<file path="src/rtl/mac_array_ctrl_if.sv">
// mac_array_ctrl_if
//   Bundles the handshake and data-path control signals between the core FSM,
//   the MAC array sequencer and the L0 / OFIFO / array side.
//   master : core / array environment (drives requests, FIFO status, valid)
//   slave  : mac_array_ctrl (drives instruction, modes, strobes, status)
//   Signals:
//     start, cfg_data_mode, cfg_mode, cfg_nexec[CNT_W]  job request + config
//     l0_empty, ofifo_full, valid[col]                  FIFO status, array results
//     inst_w[2], data_mode, mode                        array control
//     l0_rd, ofifo_wr[col]                              FIFO strobes
//     busy, done, err                                   job status
interface mac_array_ctrl_if #(
  parameter int col   = 8,
  parameter int CNT_W = 8
);
  logic             start;
  logic             cfg_data_mode;
  logic             cfg_mode;
  logic [CNT_W-1:0] cfg_nexec;
  logic             l0_empty;
  logic             ofifo_full;
  logic [col-1:0]   valid;
  logic [1:0]       inst_w;
  logic             data_mode;
  logic             mode;
  logic             l0_rd;
  logic [col-1:0]   ofifo_wr;
  logic             busy;
  logic             done;
  logic             err;

  modport master (
    output start, cfg_data_mode, cfg_mode, cfg_nexec, l0_empty, ofifo_full, valid,
    input  inst_w, data_mode, mode, l0_rd, ofifo_wr, busy, done, err
  );

  modport slave (
    input  start, cfg_data_mode, cfg_mode, cfg_nexec, l0_empty, ofifo_full, valid,
    output inst_w, data_mode, mode, l0_rd, ofifo_wr, busy, done, err
  );
endinterface

</file>
<file path="src/rtl/mac_array_ctrl.sv">
// mac_array_ctrl
//   Sequencer for the row x col MAC array. Each accepted start runs one job:
//   row kernel-load slots, a flush gap, cfg_nexec execute slots, then a drain
//   phase that waits for every result row before pulsing done.
//   Ports:
//     clk      rising-edge clock
//     reset    asynchronous, active-low reset
//     ctrl_if  mac_array_ctrl_if.slave (config, FIFO status, array control)
//   Optional feature macro: MAC_CTRL_TIMEOUT_EN enables the drain watchdog that
//   raises err and finishes the job after TMO cycles without a result.
module mac_array_ctrl #(
  parameter int row   = 8,
  parameter int col   = 8,
  parameter int CNT_W = 8,
  parameter int TMO   = 64
) (
  input  logic             clk,
  input  logic             reset,
  mac_array_ctrl_if.slave  ctrl_if
);

  typedef enum logic [2:0] {IDLE, LOAD, FLUSH, EXEC, DRAIN, DONE} state_e;

  localparam logic [CNT_W-1:0] ROW_LAST = CNT_W'(row - 1);

  state_e           state_q, state_d;
  logic [CNT_W-1:0] slot_q, slot_d;
  logic [CNT_W-1:0] rcv_q, rcv_d;
  logic [CNT_W-1:0] nexec_q;
  logic             dm_q, mode_q;
  logic [1:0]       inst_q, inst_d;
  logic             accept, load_fire, exec_fire, cap, wdog_fire;
  logic [CNT_W-1:0] flush_last;

  assign accept     = (state_q == IDLE) && ctrl_if.start;
  assign cap        = (state_q == EXEC) || (state_q == DRAIN);
  // Row-skewed loads need row idle cycles to ripple down; broadcast needs one.
  assign flush_last = dm_q ? '0 : ROW_LAST;

  // Next-state logic: slot_q is reused as the load, flush and exec counter
  // and is cleared on every phase change.
  always_comb begin
    state_d   = state_q;
    slot_d    = slot_q;
    rcv_d     = rcv_q;
    load_fire = 1'b0;
    exec_fire = 1'b0;
    if (cap && ctrl_if.valid[col-1] && (rcv_q < nexec_q)) begin
      rcv_d = rcv_q + 1'b1;
    end
    case (state_q)
      IDLE: begin
        if (accept) begin
          state_d = LOAD;
          slot_d  = '0;
          rcv_d   = '0;
        end
      end
      LOAD: begin
        if (!ctrl_if.l0_empty) begin
          load_fire = 1'b1;
          slot_d    = slot_q + 1'b1;
          if (slot_q == ROW_LAST) begin
            state_d = FLUSH;
            slot_d  = '0;
          end
        end
      end
      FLUSH: begin
        if (slot_q == flush_last) begin
          slot_d  = '0;
          state_d = (nexec_q == '0) ? DONE : EXEC;
        end else begin
          slot_d = slot_q + 1'b1;
        end
      end
      EXEC: begin
        if (!ctrl_if.l0_empty && !ctrl_if.ofifo_full && (slot_q < nexec_q)) begin
          exec_fire = 1'b1;
          slot_d    = slot_q + 1'b1;
          if (slot_q == nexec_q - 1'b1) begin
            state_d = (rcv_q == nexec_q) ? DONE : DRAIN;
          end
        end
      end
      DRAIN: begin
        if ((rcv_q == nexec_q) || wdog_fire) begin
          state_d = DONE;
        end
      end
      DONE:    state_d = IDLE;
      default: state_d = IDLE;
    endcase
    // L0 data arrives one cycle after l0_rd, so the op is delayed to match.
    inst_d = {exec_fire, load_fire};
  end

  // State, counters, latched configuration and the registered instruction.
  always_ff @(posedge clk or negedge reset) begin
    if (!reset) begin
      state_q <= IDLE;
      slot_q  <= '0;
      rcv_q   <= '0;
      nexec_q <= '0;
      dm_q    <= 1'b0;
      mode_q  <= 1'b0;
      inst_q  <= 2'b00;
    end else begin
      state_q <= state_d;
      slot_q  <= slot_d;
      rcv_q   <= rcv_d;
      inst_q  <= inst_d;
      if (accept) begin
        nexec_q <= ctrl_if.cfg_nexec;
        dm_q    <= ctrl_if.cfg_data_mode;
        mode_q  <= ctrl_if.cfg_mode;
      end
    end
  end

`ifdef MAC_CTRL_TIMEOUT_EN
  localparam logic [CNT_W-1:0] TMO_N = CNT_W'(TMO);

  logic [CNT_W-1:0] wdog_q, wdog_d;
  logic             err_q;

  // Watchdog holds the number of cycles since the last result row; the
  // valid cycle itself loads 1 so the value reaching TMO means TMO cycles
  // have passed. It saturates rather than wrapping.
  always_comb begin
    wdog_d = wdog_q;
    if (!cap) begin
      wdog_d = '0;
    end else if (ctrl_if.valid[col-1]) begin
      wdog_d = CNT_W'(1);
    end else if (wdog_q != TMO_N) begin
      wdog_d = wdog_q + 1'b1;
    end
  end

  assign wdog_fire = (state_q == DRAIN) && (wdog_d == TMO_N) && (rcv_q != nexec_q);

  // Watchdog counter and the sticky error flag, cleared by the next accept.
  always_ff @(posedge clk or negedge reset) begin
    if (!reset) begin
      wdog_q <= '0;
      err_q  <= 1'b0;
    end else begin
      wdog_q <= wdog_d;
      if (accept) begin
        err_q <= 1'b0;
      end else if (wdog_fire) begin
        err_q <= 1'b1;
      end
    end
  end

  assign ctrl_if.err = err_q;
`else
  assign wdog_fire   = 1'b0;
  assign ctrl_if.err = 1'b0;
`endif

  assign ctrl_if.inst_w    = inst_q;
  assign ctrl_if.data_mode = dm_q;
  assign ctrl_if.mode      = mode_q;
  assign ctrl_if.l0_rd     = load_fire | exec_fire;
  // Results are only forwarded while a job is executing or draining.
  assign ctrl_if.ofifo_wr  = ctrl_if.valid & {col{cap}};
  assign ctrl_if.busy      = (state_q == LOAD) || (state_q == FLUSH) || cap;
  assign ctrl_if.done      = (state_q == DONE);

endmodule

</file>
<file path="src/flat_wrapper.sv">
// flat-port wrapper written by rule: the top's interface ports become plain ports
module mac_array_ctrl_flat 
#(
  parameter int row   = 8,
  parameter int col   = 8,
  parameter int CNT_W = 8,
  parameter int TMO   = 64
)
  (clk, reset, ctrl_if_start, ctrl_if_cfg_data_mode, ctrl_if_cfg_mode, ctrl_if_cfg_nexec, ctrl_if_l0_empty, ctrl_if_ofifo_full, ctrl_if_valid, ctrl_if_inst_w, ctrl_if_data_mode, ctrl_if_mode, ctrl_if_l0_rd, ctrl_if_ofifo_wr, ctrl_if_busy, ctrl_if_done, ctrl_if_err);
  mac_array_ctrl_if #(.col(col), .CNT_W(CNT_W)) ctrl_if_i ();
  input  logic clk;
  input  logic reset;
  input wire logic [$bits(ctrl_if_i.start)-1:0] ctrl_if_start;
  input wire logic [$bits(ctrl_if_i.cfg_data_mode)-1:0] ctrl_if_cfg_data_mode;
  input wire logic [$bits(ctrl_if_i.cfg_mode)-1:0] ctrl_if_cfg_mode;
  input wire logic [$bits(ctrl_if_i.cfg_nexec)-1:0] ctrl_if_cfg_nexec;
  input wire logic [$bits(ctrl_if_i.l0_empty)-1:0] ctrl_if_l0_empty;
  input wire logic [$bits(ctrl_if_i.ofifo_full)-1:0] ctrl_if_ofifo_full;
  input wire logic [$bits(ctrl_if_i.valid)-1:0] ctrl_if_valid;
  output wire logic [$bits(ctrl_if_i.inst_w)-1:0] ctrl_if_inst_w;
  output wire logic [$bits(ctrl_if_i.data_mode)-1:0] ctrl_if_data_mode;
  output wire logic [$bits(ctrl_if_i.mode)-1:0] ctrl_if_mode;
  output wire logic [$bits(ctrl_if_i.l0_rd)-1:0] ctrl_if_l0_rd;
  output wire logic [$bits(ctrl_if_i.ofifo_wr)-1:0] ctrl_if_ofifo_wr;
  output wire logic [$bits(ctrl_if_i.busy)-1:0] ctrl_if_busy;
  output wire logic [$bits(ctrl_if_i.done)-1:0] ctrl_if_done;
  output wire logic [$bits(ctrl_if_i.err)-1:0] ctrl_if_err;
  assign ctrl_if_i.start = ctrl_if_start;
  assign ctrl_if_i.cfg_data_mode = ctrl_if_cfg_data_mode;
  assign ctrl_if_i.cfg_mode = ctrl_if_cfg_mode;
  assign ctrl_if_i.cfg_nexec = ctrl_if_cfg_nexec;
  assign ctrl_if_i.l0_empty = ctrl_if_l0_empty;
  assign ctrl_if_i.ofifo_full = ctrl_if_ofifo_full;
  assign ctrl_if_i.valid = ctrl_if_valid;
  assign ctrl_if_inst_w = ctrl_if_i.inst_w;
  assign ctrl_if_data_mode = ctrl_if_i.data_mode;
  assign ctrl_if_mode = ctrl_if_i.mode;
  assign ctrl_if_l0_rd = ctrl_if_i.l0_rd;
  assign ctrl_if_ofifo_wr = ctrl_if_i.ofifo_wr;
  assign ctrl_if_busy = ctrl_if_i.busy;
  assign ctrl_if_done = ctrl_if_i.done;
  assign ctrl_if_err = ctrl_if_i.err;
  mac_array_ctrl #(.row(row), .col(col), .CNT_W(CNT_W), .TMO(TMO)) u_core (.clk(clk), .reset(reset), .ctrl_if(ctrl_if_i));
endmodule
</file>
<file path="config.mk">
export PLATFORM = sky130hd
export DESIGN_NAME = mac_array_ctrl_flat
export DESIGN_NICKNAME = d
export VERILOG_FILES = /design/src/rtl/mac_array_ctrl_if.sv /design/src/rtl/mac_array_ctrl.sv /design/src/flat_wrapper.sv
export SDC_FILE = /design/constraint.sdc
export NUM_CORES = 1
export LEC_CHECK = 0
export BUFFER_PORTS_ARGS = -buffer_cell sky130_fd_sc_hd__buf_2
export CORE_ASPECT_RATIO = 1.4
export CORE_MARGIN = 2
export CORE_UTILIZATION = 28
export CTS_BUF_LIST = sky130_fd_sc_hd__clkbuf_16
export DETAILED_ROUTE_END_ITERATION = 7
export GPL_TIMING_DRIVEN = 0
export RECOVER_POWER = 50
export SYNTH_ARGS = -nofsm -noshare
export SYNTH_HDL_FRONTEND = slang
export SYNTH_SLANG_ARGS = --single-unit
export TNS_END_PERCENT = 20
</file>
<file path="constraint.sdc">
create_clock -name clk -period 3.9 [get_ports clk]
set_input_delay 0.585 -clock clk [delete_from_list [all_inputs] [get_ports clk]]
set_output_delay 0.585 -clock clk [all_outputs]
set_load 0.005 [all_outputs]
</file>
==> results of run 1 <==
==> flip-flops by register name, summed over array words and instances, names as in the netlist <==
signal / flops
u_core.slot_q: 8
u_core.state_q: 3
u_core.ctrl_if.data_mode: 1
u_core.ctrl_if.inst_w: 2
u_core.rcv_q: 8
u_core.nexec_q: 8
u_core.ctrl_if.mode: 1
==> cell usage after synthesis (3+ instances only) <==
library cell,n
nand2_1,31
mux2i_1,5
nor2_1,13
nor4_1,4
dfrtp_1,31
o211ai_1,3
or4_1,4
inv_1,13
xnor2_1,5
nor2b_1,11
a211oi_1,3
or2_2,5
a21oi_1,12
nor3_1,10
nor4b_1,3
a211o_1,3
clkbuf_1,7
nand2b_1,4
nand3_1,12
ha_1,20
o21ai_0,16
o21a_1,3
buf_2,3
nand4_1,4
and3_1,4
==> final cells by class <==
cell class	instances	area, µm²
Clock inverter	3	15.01
Sequential cell	31	775.7
Multi-Input combinational cell	216	1440
Fill cell	881	5335
Tap cell	102	127.6
Buffer	12	51.30
Inverter	13	48.80
Clock buffer	5	125.1
Timing Repair Buffer	37	181.4
==> power by group <==
part,leakage (nW),switching [mW],internal [mW]
Combinational,0.769,0.441,0.356
Clock,0.0733,0.146,0.233
Sequential,0.377,0.144,0.428
Total,1.22,0.731,1.02
==> per-layer routing <==
layer | global-route usage | part of all wire | up-vias
met5 | 0 | 0 | -
met4 | 0.06328 | 0.022 | 0
met3 | 0.02755 | 0.031 | 11
met2 | 0.2832 | 0.56 | 36
met1 | 0.1594 | 0.39 | 1082
li1 | - | - | 1089
==> worst paths after layout <==
path / start / endpoint / slack [ns]
max in group asynchronous: reset / u_core.rcv_q[7] / 2.08
min in group asynchronous: reset / u_core.nexec_q[0] / 0.79
worst min-delay path: u_core.ctrl_if.mode / u_core.ctrl_if.mode / 0.47
worst max-delay path: u_core.nexec_q[1] / ctrl_if_l0_rd / 1.07
worst min register to register: u_core.ctrl_if.mode / u_core.ctrl_if.mode / 0.47
worst max register to register: u_core.nexec_q[1] / u_core.slot_q[2] / 1.12
==> cells by family (layout without fill, tap and decap cells) <==
logic type,count (synthesis),in the layout
AND/OR/NAND/NOR,117,117
XOR/XNOR,7,7
flip-flops,31,31
AO/OA/AOI/OAI,66,66
other,1,1
adder cells (fa/ha/maj),20,20
buffers and inverters,25,70
multiplexers,5,5
==> worst reg2reg max path, cell delays in order, from the launching register on <==
cell and delay, ns:
dfrtp_1 0.39, inv_1 0.15, ha_1 0.30, nor2b_1 0.13
o211ai_1 0.16, a2111oi_1 0.73, or4_1 0.21, clkbuf_1 0.27
nor4b_1 0.09, a211o_1 0.23
==> results_dict.tcl, run 1 <==
set metrics [dict create \
    critPathTopFamily "simple AND/OR/NAND/NOR gates" \
    yosysSeqAreaShare 0.3348 \
    stdcell_area_um2 2765 \
    path_buf_inv 2 \
    die_x_um 80.89 \
    cts.sinks 31 \
    fmax_ghz 0.3533 \
    dp.cells 411 \
    crit_required_ns 3.31 \
    ctsRootBufferMaster "clkbuf_16" \
    critical_path_class "reg2out" \
    area_growth_pct 19.33 \
    synth_nets 315 \
    synthAdderAreaFrac 0.1080 \
    synthArstFlopShare 1.000 \
    final_common_cell "buf_2" \
    vias_per_cell 5.294 \
    totalWireLength_mm 6.368 \
    power.density_nw_per_um2 632.4 \
    utilization 0.3414 \
    status "finished, violations left" \
    yosysTopAreaCell "dfrtp_1" \
    ff2ff_path_depth 9 \
    synth_top_area_frac 0.3348 \
    start_kind "register" \
    slew_headroom -0.1962 \
    drive_above_1_share 0.1767 \
    stdcell_count 419 \
    dieArea_um2 9030 \
    failed_checks "max-capacitance violations, max-slew violations" \
    synthSimpleGateAreaFrac 0.2684 \
    worst_slew_pin_slew_ns 1.794 \
    path_cells "inv_1, ha_1, nor2b_1, o211ai_1, a211oi_1, nor2_1, or2_2, buf_2" \
    n_antenna_cell 0 \
    ir_worst_vdd_mv 0.2216 \
    netlist_area_um2 2317 \
    grt_max_degree 32 \
    coreArea_um2 8100 \
    tns_ns 0 \
    h-tree-depth 2 \
    fin_skew_ns 0.004052 \
    cp_slowest_cell "dfrtp_1" \
    grt_pass1_vias 2282 \
    place.gp.congestion 0.8737 \
    arrival_ns 2.25 \
    clkLatencyLatePin_ns 0.28 \
    slew_viol_final 32 \
    crit_cells 8 \
    p_leak_nw 1.219 \
    place_area_um2 2630 \
    rsz0062_at_grt "no" \
    finalCritPeriodShare 0.7258 \
    cts_tree "built" \
    synth_edf_count 0 \
    post_cts_resized 0 \
    setup_ws_ns 1.069 \
    min_path_type "reg2reg" \
    mostFrequentLayoutCells "36 x buf_2, 31 x nand2_1, 31 x dfrtp_1, 20 x ha_1, 16 x o21ai_0" \
    ant_nets 0 \
    hold_viol 0 \
    initial_utilization 0.2861 \
    path_max_fanout 6 \
    synth_top_family_by_area "simple AND/OR/NAND/NOR gates" \
    io_pins 39 \
    fp.dieH_um 111.6 \
    rows 39 \
    final_nets 359 \
    drv_cap 1 \
    dr.first_iter.drc_count 123 \
    ys_dominant_reg_cell "dfrtp_1" \
    drcViolationCount 0 \
    final.min_clock_period_ns 2.831 \
    fin_hold_ws_ns 0.4738 \
    syn_avg_cell_area_um2 8.519 \
    io_buffers 37 \
    synth_mux_area_frac 0.02160 \
    crit_path_end_kind "output port" \
    yosys.area_share.xor_xnor 0.02646 \
    overflow 0 \
    yosysWarnings 0 \
    slowest_delay_ns 0.39 \
    ys_ff_latch 31 \
    antenna_found_initial 0 \
    dp_hpwl_mm 5.075 \
    hold_depth 2 \
    gr-usage-all-layers 0.1511 \
    path_clk_slew_ns 0.06 \
    place_ws_ns 1.200 \
    detail_route.wl_per_cell_um 15.20 \
    setup_viol 0 \
    power_mw 1.749 \
    vias 2218 \
    holdBufCountCts 0 \
    clock_path_buffers 2 \
    yosysUniqueCellTypes 55 \
    numCtsBuffers 5 \
    first_pass_iters 4 \
    synthCells 272 \
    cts_post_setup_buffers_inserted 0 \
    synth_compound_gate_area_share 0.1955 \
    synth_area_leaders "dfrtp_1 33%, ha_1 11%, nand2_1 5.0%" \
    grt_pass1_wl_mm 10.66 \
]
Note: power is estimated with default switching activity, not from simulation.
==> run 2: changes to the inputs <==
clock period = 2.35 ns   (was 3.9 ns; I/O delays follow)
==> run 2 against run 1 <==
Against the previous run: the flow finishes with violations (max-capacitance violations, max-slew violations, negative setup slack); final area up 10%; total power up 93%; setup slack worse by 1.1 ns; sequential cell count unchanged; count of clock-buffer cells in the layout unchanged; worst hold slack worse by 0.21 ns; critical endpoint is now u_core.slot_q[2].
==> results_dict.tcl, run 2 (synthesized netlist as in run 1, its figures left out) <==
set metrics [dict create \
    status "finished, violations left" \
    failed_checks "max-capacitance violations, max-slew violations, negative setup slack" \
    rsz0062_at_grt "yes" \
    slew_viol_final 32 \
    top_regs "u_core.nexec_q (8), u_core.rcv_q (8), u_core.slot_q (8)" \
    startpoint "u_core.nexec_q[4]" \
    ff2ff_path_depth 8 \
    cp-endpoint "u_core.slot_q[2]" \
    place_area_um2 2630 \
    use_met2 0.2887 \
    path_max_fanout 5 \
    grt_pass1_vias 2360 \
    fp.dieH_um 111.6 \
    vias 2291 \
    crit_path_end_kind "register" \
    holdBufCountCts 0 \
    arrival_ns 2.57 \
    vias_per_cell 5.291 \
    totalWireLength_mm 6.701 \
    ctsRootBufferMaster "clkbuf_16" \
    fmax_ghz 0.4251 \
    stdcell_count 433 \
    clkLatencyLatePin_ns 0.28 \
    reg2reg_from "u_core.nexec_q[4]" \
    worst_slew_pin_slew_ns 1.792 \
    dp.cells 411 \
    drive_above_1_share 0.3082 \
    tns_ns -0.002552 \
    regArea_um2 782.0 \
    setup_viol 1 \
    rows 39 \
    dp_hpwl_mm 4.952 \
    fill_cells 872 \
    antenna_found_initial 0 \
    overflow 0 \
    final.min_clock_period_ns 2.353 \
    cts.sinks 31 \
    setup_ws_ns -0.002552 \
    dieArea_um2 9030 \
    gr-max-usage-layer "met2" \
    h-tree-depth 2 \
    slew_headroom -0.1946 \
    initial_utilization 0.2861 \
    clock_path_buffers 2 \
    rrSetupSlack_ns -0.003 \
    area_growth_pct 31.64 \
    gr-usage-all-layers 0.1630 \
    numCtsBuffers 5 \
    fin_hold_ws_ns 0.2626 \
    use_met3 0.02836 \
    die_x_um 80.89 \
    hold_viol 0 \
    crit_required_ns 2.57 \
    finalCritPeriodShare 1.001 \
    start_kind "register" \
    stdcell_area_um2 3050 \
    grt_pass1_wl_mm 11.48 \
    n_antenna_cell 0 \
    power.density_nw_per_um2 1107 \
    critical_path_class "reg2reg" \
    ant_nets 0 \
    final_common_cell "buf_2" \
    io_buffers 37 \
    first_pass_iters 4 \
    drv_cap 1 \
    ir_worst_vdd_mv 0.4655 \
    place.gp.congestion 0.8612 \
    rr_endpoint "u_core.slot_q[2]" \
    cts_tree "built" \
    dr.first_iter.drc_count 180 \
    utilization 0.3766 \
    fin_skew_ns 0.003260 \
    detail_route.wl_per_cell_um 15.48 \
    multi_input_area_um2 1597 \
    coreArea_um2 8100 \
    path_clk_slew_ns 0.05 \
    io_pins 39 \
    drcViolationCount 0 \
    p_leak_nw 1.312 \
    mostFrequentLayoutCells "38 x buf_2, 31 x nand2_1, 26 x dfrtp_1, 17 x buf_4" \
    met1_usage 0.1911 \
    final_nets 373 \
    grt_max_degree 32 \
    min_path_type "in2reg" \
]
run 2: what timing repair did:
item	CTS	global route
endpoints found under the setup margin	28	19
pin swaps	12	6
buffers inserted	10	6
resized for setup	27	11
run 2: critical path, stage by stage (launching register included):
cell	delay, ns
dfrtp_1	0.39
inv_2	0.09
ha_1	0.22
a211o_1	0.33
a21oi_4	0.19
a2111oi_4	0.12
or4_4	0.55
nor4b_2	0.29
a211o_1	0.12
run 2: cell type report:
cell class	count	share of cell area
plain buffers	10	0.01682
clock buffers	5	0.04102
clock inverters	3	0.004102
inverters	13	0.01682
multi-input cells	216	0.5234
flip-flops and latches	31	0.2564
well taps	102	0.04184
repair buffers	53	0.09967
run 2: worst min path at each step:
stage,from,end,slack (ns),depth (start not counted)
2_1_floorplan,reset,u_core.ctrl_if.data_mode,0.06,0
3_3_place_gp,reset,u_core.slot_q[0],0.46,1
3_5_place_dp,reset,u_core.slot_q[0],0.46,1
4_1_cts,reset,u_core.slot_q[5],0.17,1
5_1_grt,ctrl_if_cfg_data_mode,u_core.ctrl_if.data_mode,0.28,3
6_report,ctrl_if_cfg_mode,u_core.ctrl_if.mode,0.26,3
run 2: metrics by stage:
| step | setup slack (ns) | total power, mW |
|---|---|---|
| 6_report | -0.002552 | 3.376 |
| 5_1_grt | -0.1137 | 3.664 |
| 4_1_cts | -0.06295 | 3.228 |
| 3_5_place_dp | -0.3016 | 2.277 |
| 3_3_place_gp | -0.2807 | 2.227 |
| 2_1_floorplan | 0.01356 | 1.883 |
run 2: metal layers:
metal	share of wire	wire length [µm]
met1	0.39	2642
met5	0	0
met2	0.54	3620
met3	0.032	213
met4	0.033	224
run 2: power breakdown:
group | switching [mW] | internal (mW) | total (mW)
registers | 0.238 | 0.718 | 0.956
clock network | 0.227 | 0.382 | 0.609
logic | 0.940 | 0.871 | 1.81
total | 1.40 | 1.97 | 3.38
